[src/rtl/seq_detector_param_if.sv]
// Serial pattern detector bus: bit stream, pattern reload and match outputs.
// Parameterised to match the detector's PATTERN_W and COUNT_W.
interface seq_detector_param_if #(
    parameter int PATTERN_W = 4,
    parameter int COUNT_W   = 8
);
    logic                 x;
    logic                 x_valid;
    logic                 pat_load;
    logic [PATTERN_W-1:0] pat_in;
    logic                 cnt_clr;
    logic                 z;
    logic [COUNT_W-1:0]   match_count;

    modport master (
        output x, x_valid, pat_load, pat_in, cnt_clr,
        input  z, match_count
    );

    modport slave (
        input  x, x_valid, pat_load, pat_in, cnt_clr,
        output z, match_count
    );
endinterface

[src/rtl/seq_detector_param.sv]
// Parametrised serial pattern detector with runtime-loadable pattern.
// Define SEQ_DET_COUNT_EN to build the saturating match counter.
module seq_detector_param #(
    parameter int                   PATTERN_W = 4,
    parameter logic [PATTERN_W-1:0] PATTERN   = 4'b0110,
    parameter bit                   OVERLAP   = 1'b1,
    parameter int                   COUNT_W   = 8
) (
    input logic            clk,
    input logic            reset,
    seq_detector_param_if.slave bus
);
    localparam int FW = $clog2(PATTERN_W + 1);
    localparam logic [FW-1:0] FILL_MAX = FW'(PATTERN_W);
    localparam logic [FW-1:0] FILL_PRE = FW'(PATTERN_W - 1);

    logic [PATTERN_W-1:0] hist;
    logic [PATTERN_W-1:0] pattern;
    logic [PATTERN_W-1:0] nxt;
    logic [FW-1:0]        fill;
    logic                 z_q;
    logic                 match;

    assign nxt   = {hist[PATTERN_W-2:0], bus.x};
    assign match = bus.x_valid && !bus.pat_load &&
                   (fill >= FILL_PRE) && (nxt == pattern);

    always_ff @(posedge clk) begin
        if (!reset) begin
            hist    <= '0;
            fill    <= '0;
            pattern <= PATTERN;
            z_q     <= 1'b0;
        end else begin
            z_q <= 1'b0;
            if (bus.pat_load) begin
                pattern <= bus.pat_in;
                hist    <= '0;
                fill    <= '0;
            end else if (bus.x_valid) begin
                hist <= nxt;
                z_q  <= match;
                // Non-overlap mode restarts the fill so match bits are not reused
                if (match && !OVERLAP)
                    fill <= '0;
                else if (fill != FILL_MAX)
                    fill <= fill + 1'b1;
            end
        end
    end

    assign bus.z = z_q;

`ifdef SEQ_DET_COUNT_EN
    logic [COUNT_W-1:0] count;

    always_ff @(posedge clk) begin
        if (!reset)
            count <= '0;
        else if (bus.cnt_clr)
            count <= '0;
        else if (match && count != {COUNT_W{1'b1}})
            count <= count + 1'b1;
    end

    assign bus.match_count = count;
`else
    logic unused_cnt_clr;
    assign unused_cnt_clr  = bus.cnt_clr;
    assign bus.match_count = '0;
`endif
endmodule
[src/flat_wrapper.sv]
// flat-port wrapper written by rule: the top's interface ports become plain ports
module seq_detector_param_flat 
#(
    parameter int                   PATTERN_W = 4,
    parameter logic [PATTERN_W-1:0] PATTERN   = 4'b0110,
    parameter bit                   OVERLAP   = 1'b1,
    parameter int                   COUNT_W   = 8
)
  (clk, reset, bus_x, bus_x_valid, bus_pat_load, bus_pat_in, bus_cnt_clr, bus_z, bus_match_count);
  seq_detector_param_if #(.PATTERN_W(PATTERN_W), .COUNT_W(COUNT_W)) bus_i ();
  input logic clk;
  input logic reset;
  input wire logic [$bits(bus_i.x)-1:0] bus_x;
  input wire logic [$bits(bus_i.x_valid)-1:0] bus_x_valid;
  input wire logic [$bits(bus_i.pat_load)-1:0] bus_pat_load;
  input wire logic [$bits(bus_i.pat_in)-1:0] bus_pat_in;
  input wire logic [$bits(bus_i.cnt_clr)-1:0] bus_cnt_clr;
  output wire logic [$bits(bus_i.z)-1:0] bus_z;
  output wire logic [$bits(bus_i.match_count)-1:0] bus_match_count;
  assign bus_i.x = bus_x;
  assign bus_i.x_valid = bus_x_valid;
  assign bus_i.pat_load = bus_pat_load;
  assign bus_i.pat_in = bus_pat_in;
  assign bus_i.cnt_clr = bus_cnt_clr;
  assign bus_z = bus_i.z;
  assign bus_match_count = bus_i.match_count;
  seq_detector_param #(.PATTERN_W(PATTERN_W), .PATTERN(PATTERN), .OVERLAP(OVERLAP), .COUNT_W(COUNT_W)) u_core (.clk(clk), .reset(reset), .bus(bus_i));
endmodule
[config.mk]
export PLATFORM = sky130hd
export DESIGN_NAME = seq_detector_param_flat
export DESIGN_NICKNAME = d
export VERILOG_FILES = /design/src/rtl/seq_detector_param_if.sv /design/src/rtl/seq_detector_param.sv /design/src/flat_wrapper.sv
export SDC_FILE = /design/constraint.sdc
export NUM_CORES = 1
export LEC_CHECK = 0
export ABC_AREA = 1
export CAP_MARGIN = 20
export CORE_AREA = 2 2 39 41
export DETAILED_ROUTE_END_ITERATION = 16
export DIE_AREA = 0 0 41 43
export PLACE_DENSITY = 0.78
export SETUP_SLACK_MARGIN = 0.3
export SLEW_MARGIN = 10
export SYNTH_ARGS = -nofsm -noshare
export SYNTH_HDL_FRONTEND = slang
export SYNTH_SLANG_ARGS = --single-unit
[constraint.sdc]
create_clock -name clk -period 1.7 [get_ports clk]
set_input_delay 0.51 -clock clk [delete_from_list [all_inputs] [get_ports clk]]
set_output_delay 0.51 -clock clk [all_outputs]
set_load 0.02 [all_outputs]
# Yosys cells after proc, flatten, opt, wreduce, memory -nomap -nowiden
# Index checks and enable logic that the tools add are counted.
[word_totals]
ff_bits = 11
in_bits = 10
out_inout_bits = 9
wordCells = 17
[classes]
n_addsub = 1
order_cmp = 1
eq_ne = 2
n_bitwise = 2
n_reduce_logical = 7
[op_table]
columns = ["operator", "count"]
rows = [
  ["equality test 4 bit", 1],
  ["adder 3 x 1 -> 3 bit, second input constant", 1],
  [">= comparator 3 x 2 -> 1 bit, second input constant", 1],
  ["logical AND 1 bit", 3],
  ["!= test 3 bit, second input constant", 1],
  ["OR reduction 3 bit", 1],
  ["NOT 1 bit", 2],
  ["AND reduction 2 bit", 1],
  ["OR reduction 2 bit", 1],
  ["logical NOT 1 bit", 1],
]

# Depth between registers and ports, before layout
# Gate-level depths: netlist (run 1).
[depth]
word_depth = 4
depth_mapped = 8
ltp_nobuf = 8

# Worst setup path after synthesis (run 1)
# Ideal clock, no wire load.
[synth_timing]
kind = "flip-flop to flip-flop"
startpoint = "register u_core.fill[0]"
endpoint = "register u_core.z_q, in the netlist u_core.bus.z"
setup_ps = 110
arrival_time_ps = 891
t_required_ps = 1590
path_slack_ps = 699
stages_incl_launch_ff = 7
n_path_buf = 0
period_less_slack_ps = 1001
cell_sequence = "dfxtp_1 -> ha_1 -> ha_1 -> nor2_1 -> o21ai_0 -> nand2_1 -> nor2_2"
[synth_between]
elab_chain_len = 3
[synth_lines]
columns = ["item", "line_no", "text"]
rows = [
  ["from (decl)", "seq_detector_param.sv:20", "logic [FW-1:0] fill;"],
  ["from (signal assigned)", "seq_detector_param.sv:47", "fill <= fill + 1'b1;"],
  [">= comparator 3 x 2 -> 1 bit", "seq_detector_param.sv:26", "(fill >= FILL_PRE) && (nxt == pattern);"],
  ["logical AND 1 bit", "seq_detector_param.sv:25", "assign match = bus.x_valid && !bus.pat_load &&"],
  ["logical AND 1 bit", "seq_detector_param.sv:26", ""],
  ["to (signal assigned)", "seq_detector_param.sv:42", "z_q <= match;"],
  ["to (decl)", "seq_detector_param.sv:21", "logic z_q;"],
]
# Every way passes these cells.
# A chain may end at the register's enable or synchronous reset.

# Worst setup path after layout (run 1)
[layout_timing]
startpoint = "register u_core.z_q, in the netlist u_core.bus.z"
endpoint = "output bus_z"
[layout_rtl]
columns = ["item", "line_no", "text"]
rows = [
  ["to (decl)", "flat_wrapper.sv:18", "output wire logic [$bits(bus_i.z)-1:0] bus_z;"],
]
# No word-level cell between the ends.

==> results of run 1 <==
[registers in the layout, summed over array words and instances, names as in the netlist]
| name | cells |
|---|---|
| u_core.bus.z | 1 |
| u_core.fill | 3 |
| u_core.hist | 3 |
| u_core.pattern | 4 |
[cells in the final DEF, fill, tap and decap left out]
cell,synthesis,layout
a21oi_1,6,6
clkbuf_1,0,1
clkbuf_4,0,3
clkdlybuf4s15_2,0,1
clkdlybuf4s50_1,0,8
clkinv_1,1,1
conb_1,1,8
dfxtp_1,11,11
ha_1,3,3
inv_1,11,11
inv_2,2,2
nand2_1,17,17
nand3_1,3,3
nor2_1,6,6
nor2_2,2,2
nor2_4,1,1
o21ai_0,2,2
o21ai_1,7,7
xnor2_1,1,1
[how the worst min path moves through the flow]
stage	to	depth (start not counted)	slack [ps]	start
after global routing	u_core.pattern[0]	2	510	u_core.pattern[0]
after floorplan	u_core.pattern[3]	2	440	u_core.pattern[3]
final	u_core.hist[2]	2	480	u_core.hist[2]
after CTS	u_core.hist[2]	2	480	u_core.hist[2]
after global placement	u_core.pattern[3]	2	460	u_core.pattern[3]
after detailed placement	u_core.pattern[3]	2	460	u_core.pattern[3]
[cell families (layout without fill, tap and decap cells)]
family | after synthesis | count (layout)
other cells | 1 | 8
xor+xnor | 1 | 1
flops | 11 | 11
simple gates | 29 | 29
buf+inv | 22 | 27
compound gates | 15 | 15
fa+ha+maj | 3 | 3
[power groups by stage]
stage	Combinational (mW)	Sequential [mW]	Clock, mW
after floorplan	0.0723	0.282	0
final	0.0898	0.278	0.173
after detailed placement	0.0896	0.284	0
after global placement	0.0870	0.283	0
after CTS	0.0903	0.278	0.180
after global routing	0.102	0.279	0.194
[area by class of cell]
| type | instances | share of cell area |
|---|---|---|
| clock buffers | 4 | 0.0383 |
| well taps | 16 | 0.0291 |
| repair buffers | 9 | 0.133 |
| inverters | 14 | 0.0765 |
| flip-flops and latches | 11 | 0.321 |
| multi-input cells | 56 | 0.403 |
[per-stage QoR]
step / power, mW / utilization / instances / hold slack (ps) / cell area (µm²)
final: 0.542 / 0.496 / 110 / 481 / 687
after global routing: 0.575 / 0.496 / 110 / 509 / 687
after CTS: 0.548 / 0.496 / 110 / 479 / 687
after detailed placement: 0.373 / 0.476 / 106 / 462 / 659
after global placement: 0.370 / 0.476 / 106 / 458 / 659
after floorplan: 0.354 / - / 89 / 444 / 609
[routing by layer]
| metal | vias to the layer above | wire (µm) | GRT usage |
|---|---|---|---|
| met5 | - | 0 | 0 |
| met4 | 0 | 0 | 0.0600 |
| met3 | 0 | 57 | 0.0157 |
| met2 | 23 | 524 | 0.222 |
| met1 | 221 | 402 | 0.163 |
| li1 | 262 | - | - |
==> flow_summary.toml, run 1 <==
[synthesis]
ys_seq_area_frac = 0.378
synth_top_family_by_area = "simple AND/OR/NAND/NOR gates"
synth_top_cell_area_share = 0.378
yosys.area.top_type = "dfxtp_1"
synth-xor-area-share = 0.0150
yosysMostFrequentCell = "nand2_1"
synthMuxAreaShare = 0
yosys.area_share.simple = 0.215
netlist_area_um2 = 583
syn_inst = 82
synth_warnings = 0
synth.area.top_cells = "dfxtp_1 (38%), nand2_1 (11%), buf_4 (10%)"
postSynth.asyncResetShare = 0
ys_types = 16
synth_compound_area_frac = 0.129
avgSynthCellArea_um2 = 7.11
ys.flop_type = "dfxtp_1"
ys_ff_latch = 11
synth_commonest_cells = "nand2_1 (17), dfxtp_1 (11), inv_1 (11)"
synth_edf_count = 0
synth_adder_area_share = 0.0644

[finish]
syn_to_final_growth_pct = 17.8
drive_gt1_frac = 0.0957
fillerInstances = 142
seqCellArea_um2 = 220
antenna_cells = 0
final_nets = 108
multiInputGateArea_um2 = 277

[pwr]
intPower_uw = 397
power_switching_uw = 145
swShare = 0.267
p_leak_nw = 0.323
clkPwrFrac = 0.320
vdd.ir_drop.worst_uv = 430
power_frac_seq = 0.514
comb_power_share = 0.166
p_per_area_mw_per_mm2 = 788

[floorplanning]
rows = 14
die_height_um = 43
fp.dieW_um = 41
initial_core_util = 0.421
dieArea_mm2 = 0.00176
io_pins = 19
coreArea_mm2 = 0.00138

[critical_path]
startpoint_type = "flop"
rr_startpoint = "u_core.fill[0]"
critical_path_class = "reg -> out"
worst-path-stages = 1
endpoint = "bus_z"
rr_endpoint = "u_core.bus.z"
worst_path_max_delay_cell = "dfxtp_1"
critPathMaxStageDelay_ps = 310
crit_path_max_fanout = 1
cp_num_buf_inv = 1
crit_start = "u_core.bus.z"
path_cells = "clkdlybuf4s15_2"
rr_worst_depth = 6
regToRegSetupSlack_ps = 600
worstPathRequired_ps = 1190
crit_family = "flip-flops"
end_kind = "primary output"
worstPathArrival_ps = 830

[clocking]
cts_root_buf = "clkbuf_4"
cts_tree = "done"
clockBufferDepth = 2
path_clk_slew_ps = 70
hold_buffers = 0
cts_buffers = 3
cts_setup_buffers = 0
clock_latency_ps = 260
h-tree-depth = 1
cts_num_sinks = 11
ctsResizeCount = 3

[timing]
skew_ps = 1.39
rsz0062_at_grt = "false"
final.setup.tns_ps = 0
fin_crit_sh = 0.789
fin_ws_ps = 359
hold_viol = 0
post-route-min-period_ps = 1340
max_freq_ghz = 0.746
setup_violations = 0
slew_violations = 0

[drt]
first_pass_iters = 4
via_count = 506
drtIter0Drc = 8
ant_nets = 0
drc = 0
wl_um = 984
viasPerCell = 4.60
wire_per_inst_um = 8.95

[place]
globalplace.congestion = 0.745
dp_hpwl_um = 787
pre_cts_ws_ps = 118
io_buffers = 9

[outcome]
status = "complete, no violations"

[grt]
grt-ovfl-total = 0
grt_max_degree = 8
track_usage = 0.134
grt_first_pass_wirelength_um = 1640
antenna_found_initial = 0
grt_pass1_vias = 453

[job]
maxCapViolations = 0

[hold_path]
hp-class = "reg -> reg"
Note: power is estimated with default switching activity, not from simulation.
==> run 2: changes to the inputs <==
CORE_AREA = default   (was 2 2 39 41)
CORE_MARGIN = 2   (was default)
CORE_UTILIZATION = 39   (was default)
DIE_AREA = default   (was 0 0 41 43)
PLACE_DENSITY = 0.73   (was 0.78)
clock period = 1.2 ns   (was 1.7 ns; I/O delays follow)
==> flow_summary.toml, run 2 (same netlist as run 1, synthesis figures left out) <==
[outcome]
status = "complete, no violations"

[floorplanning]
fp.dieW_um = 42.7
dieArea_mm2 = 0.00182
die_height_um = 42.7
initial_core_util = 0.432
coreArea_mm2 = 0.00135
rows = 13
io_pins = 19

[hold_path]
hp-class = "in -> reg"
min_from = "reset"

[drt]
viasPerCell = 4.61
first_pass_iters = 4
wl_um = 1220
ant_nets = 0
drc = 0
drtIter0Drc = 15
wire_per_inst_um = 10.7
via_count = 525

[finish]
max_flop_register = "u_core.pattern"
final_common_cell = "nand2_1"
fillerInstances = 132
drive_gt1_frac = 0.343
largest_reg_flops = 4
final_nets = 113
instances_no_fill = 114
most-common-layout-cells = "nand2_1 (14), inv_1 (9), conb_1 (8), dfxtp_1 (7), o21ai_1 (6)"
syn_to_final_growth_pct = 39.1
antenna_cells = 0
reg_top3 = "u_core.pattern: 4 flops, u_core.fill: 3 flops, u_core.hist: 3 flops"

[grt]
grt_pass1_vias = 456
track_usage = 0.136
grt_first_pass_wirelength_um = 1860
antenna_found_initial = 0
grt-ovfl-total = 0
grt_max_degree = 8

[critical_path]
end_kind = "primary output"
critPathMaxStageDelay_ps = 320
critical_path_class = "reg -> out"
worst_path_max_delay_cell = "dfxtp_2"
crit_path_max_fanout = 1
rr_startpoint = "u_core.fill[1]"
crit_family = "flip-flops"
worstPathArrival_ps = 710
crit_start = "u_core.bus.z"
startpoint_type = "flop"
path_cells = "buf_6"
worstPathRequired_ps = 840
cp_num_buf_inv = 1

[pwr]
vdd.ir_drop.worst_uv = 625
p_leak_nw = 0.367
p_per_area_mw_per_mm2 = 1010

[clocking]
cts_root_buf = "clkbuf_4"
cts_tree = "done"
cts_num_sinks = 11
clock_latency_ps = 270
h-tree-depth = 1
clockBufferDepth = 2
cts_buffers = 3
hold_buffers = 0
path_clk_slew_ps = 70

[timing]
fin_crit_sh = 0.888
post-route-min-period_ps = 1070
hold_viol = 0
setup_violations = 0
skew_ps = 2.47
hold_ws_ps = 318
max_freq_ghz = 0.938
rsz0062_at_grt = "true"
slew_violations = 0

[place]
io_buffers = 9
globalplace.congestion = 0.716
dp_cells = 108
dp_hpwl_um = 836

[job]
maxCapViolations = 0
[run 2: changes by cell type in the layout (fill, tap and decap cells not counted), moves of 3 or more]
cell,change
buf_4,+5
clkdlybuf4s50_1,-4
dfxtp_1,-4
ha_1,-3
ha_4,+3
inv_4,+3
nand2_1,-3
[run 2: cell type report]
| type | count | area, µm² | share of cell area |
|---|---|---|---|
| well taps | 15 | 18.8 | 0.0231 |
| flip-flops and latches | 11 | 230 | 0.284 |
| multi-input cells | 56 | 353 | 0.435 |
| inverters | 14 | 60.1 | 0.0741 |
| clock buffers | 4 | 26.3 | 0.0324 |
| repair buffers | 14 | 123 | 0.151 |
[run 2: routing by layer]
layer	routed length, µm	global-route usage	vias to the layer above
met1	514	0.157	231
met3	48	0.0383	4
li1	-	-	276
met2	632	0.224	14
met5	0	0	-
met4	24	0.0750	0
[run 2: path summary, 6_finish.rpt]
kind                       endpoint  slack (ps)  cells after the start
setup / recovery              bus_z         130                      1
setup reg to reg     u_core.fill[2]         180                      5
hold reg to reg   u_core.pattern[3]         470                      2
hold / removal    u_core.pattern[2]         320                      2
[run 2: what timing repair did]
item / 4_1_cts / 5_1_grt
resized for setup: 16 / 17
buffers inserted: 1 / 1
pin swaps: 4 / 3
setup endpoints to repair: 12 / 9
[run 2: through the flow]
stage,TNS (ps),setup slack (ps),utilization,instance area [µm²],power [mW]
final,0,134,0.601,811,0.822
after global routing,0,110,0.601,811,0.858
after CTS,0,115,0.566,764,0.805
after detailed placement,-2120,-241,0.529,714,0.543
after global placement,-1980,-221,0.529,714,0.539
after floorplan,0,241,-,643,0.508
[run 2: power by group]
group	total (mW)	switching, mW	leakage (nW)	internal (mW)
clock	0.263	0.134	0.0150	0.129
combinational	0.164	0.0951	0.259	0.0686
sequential	0.396	0.0152	0.0928	0.381
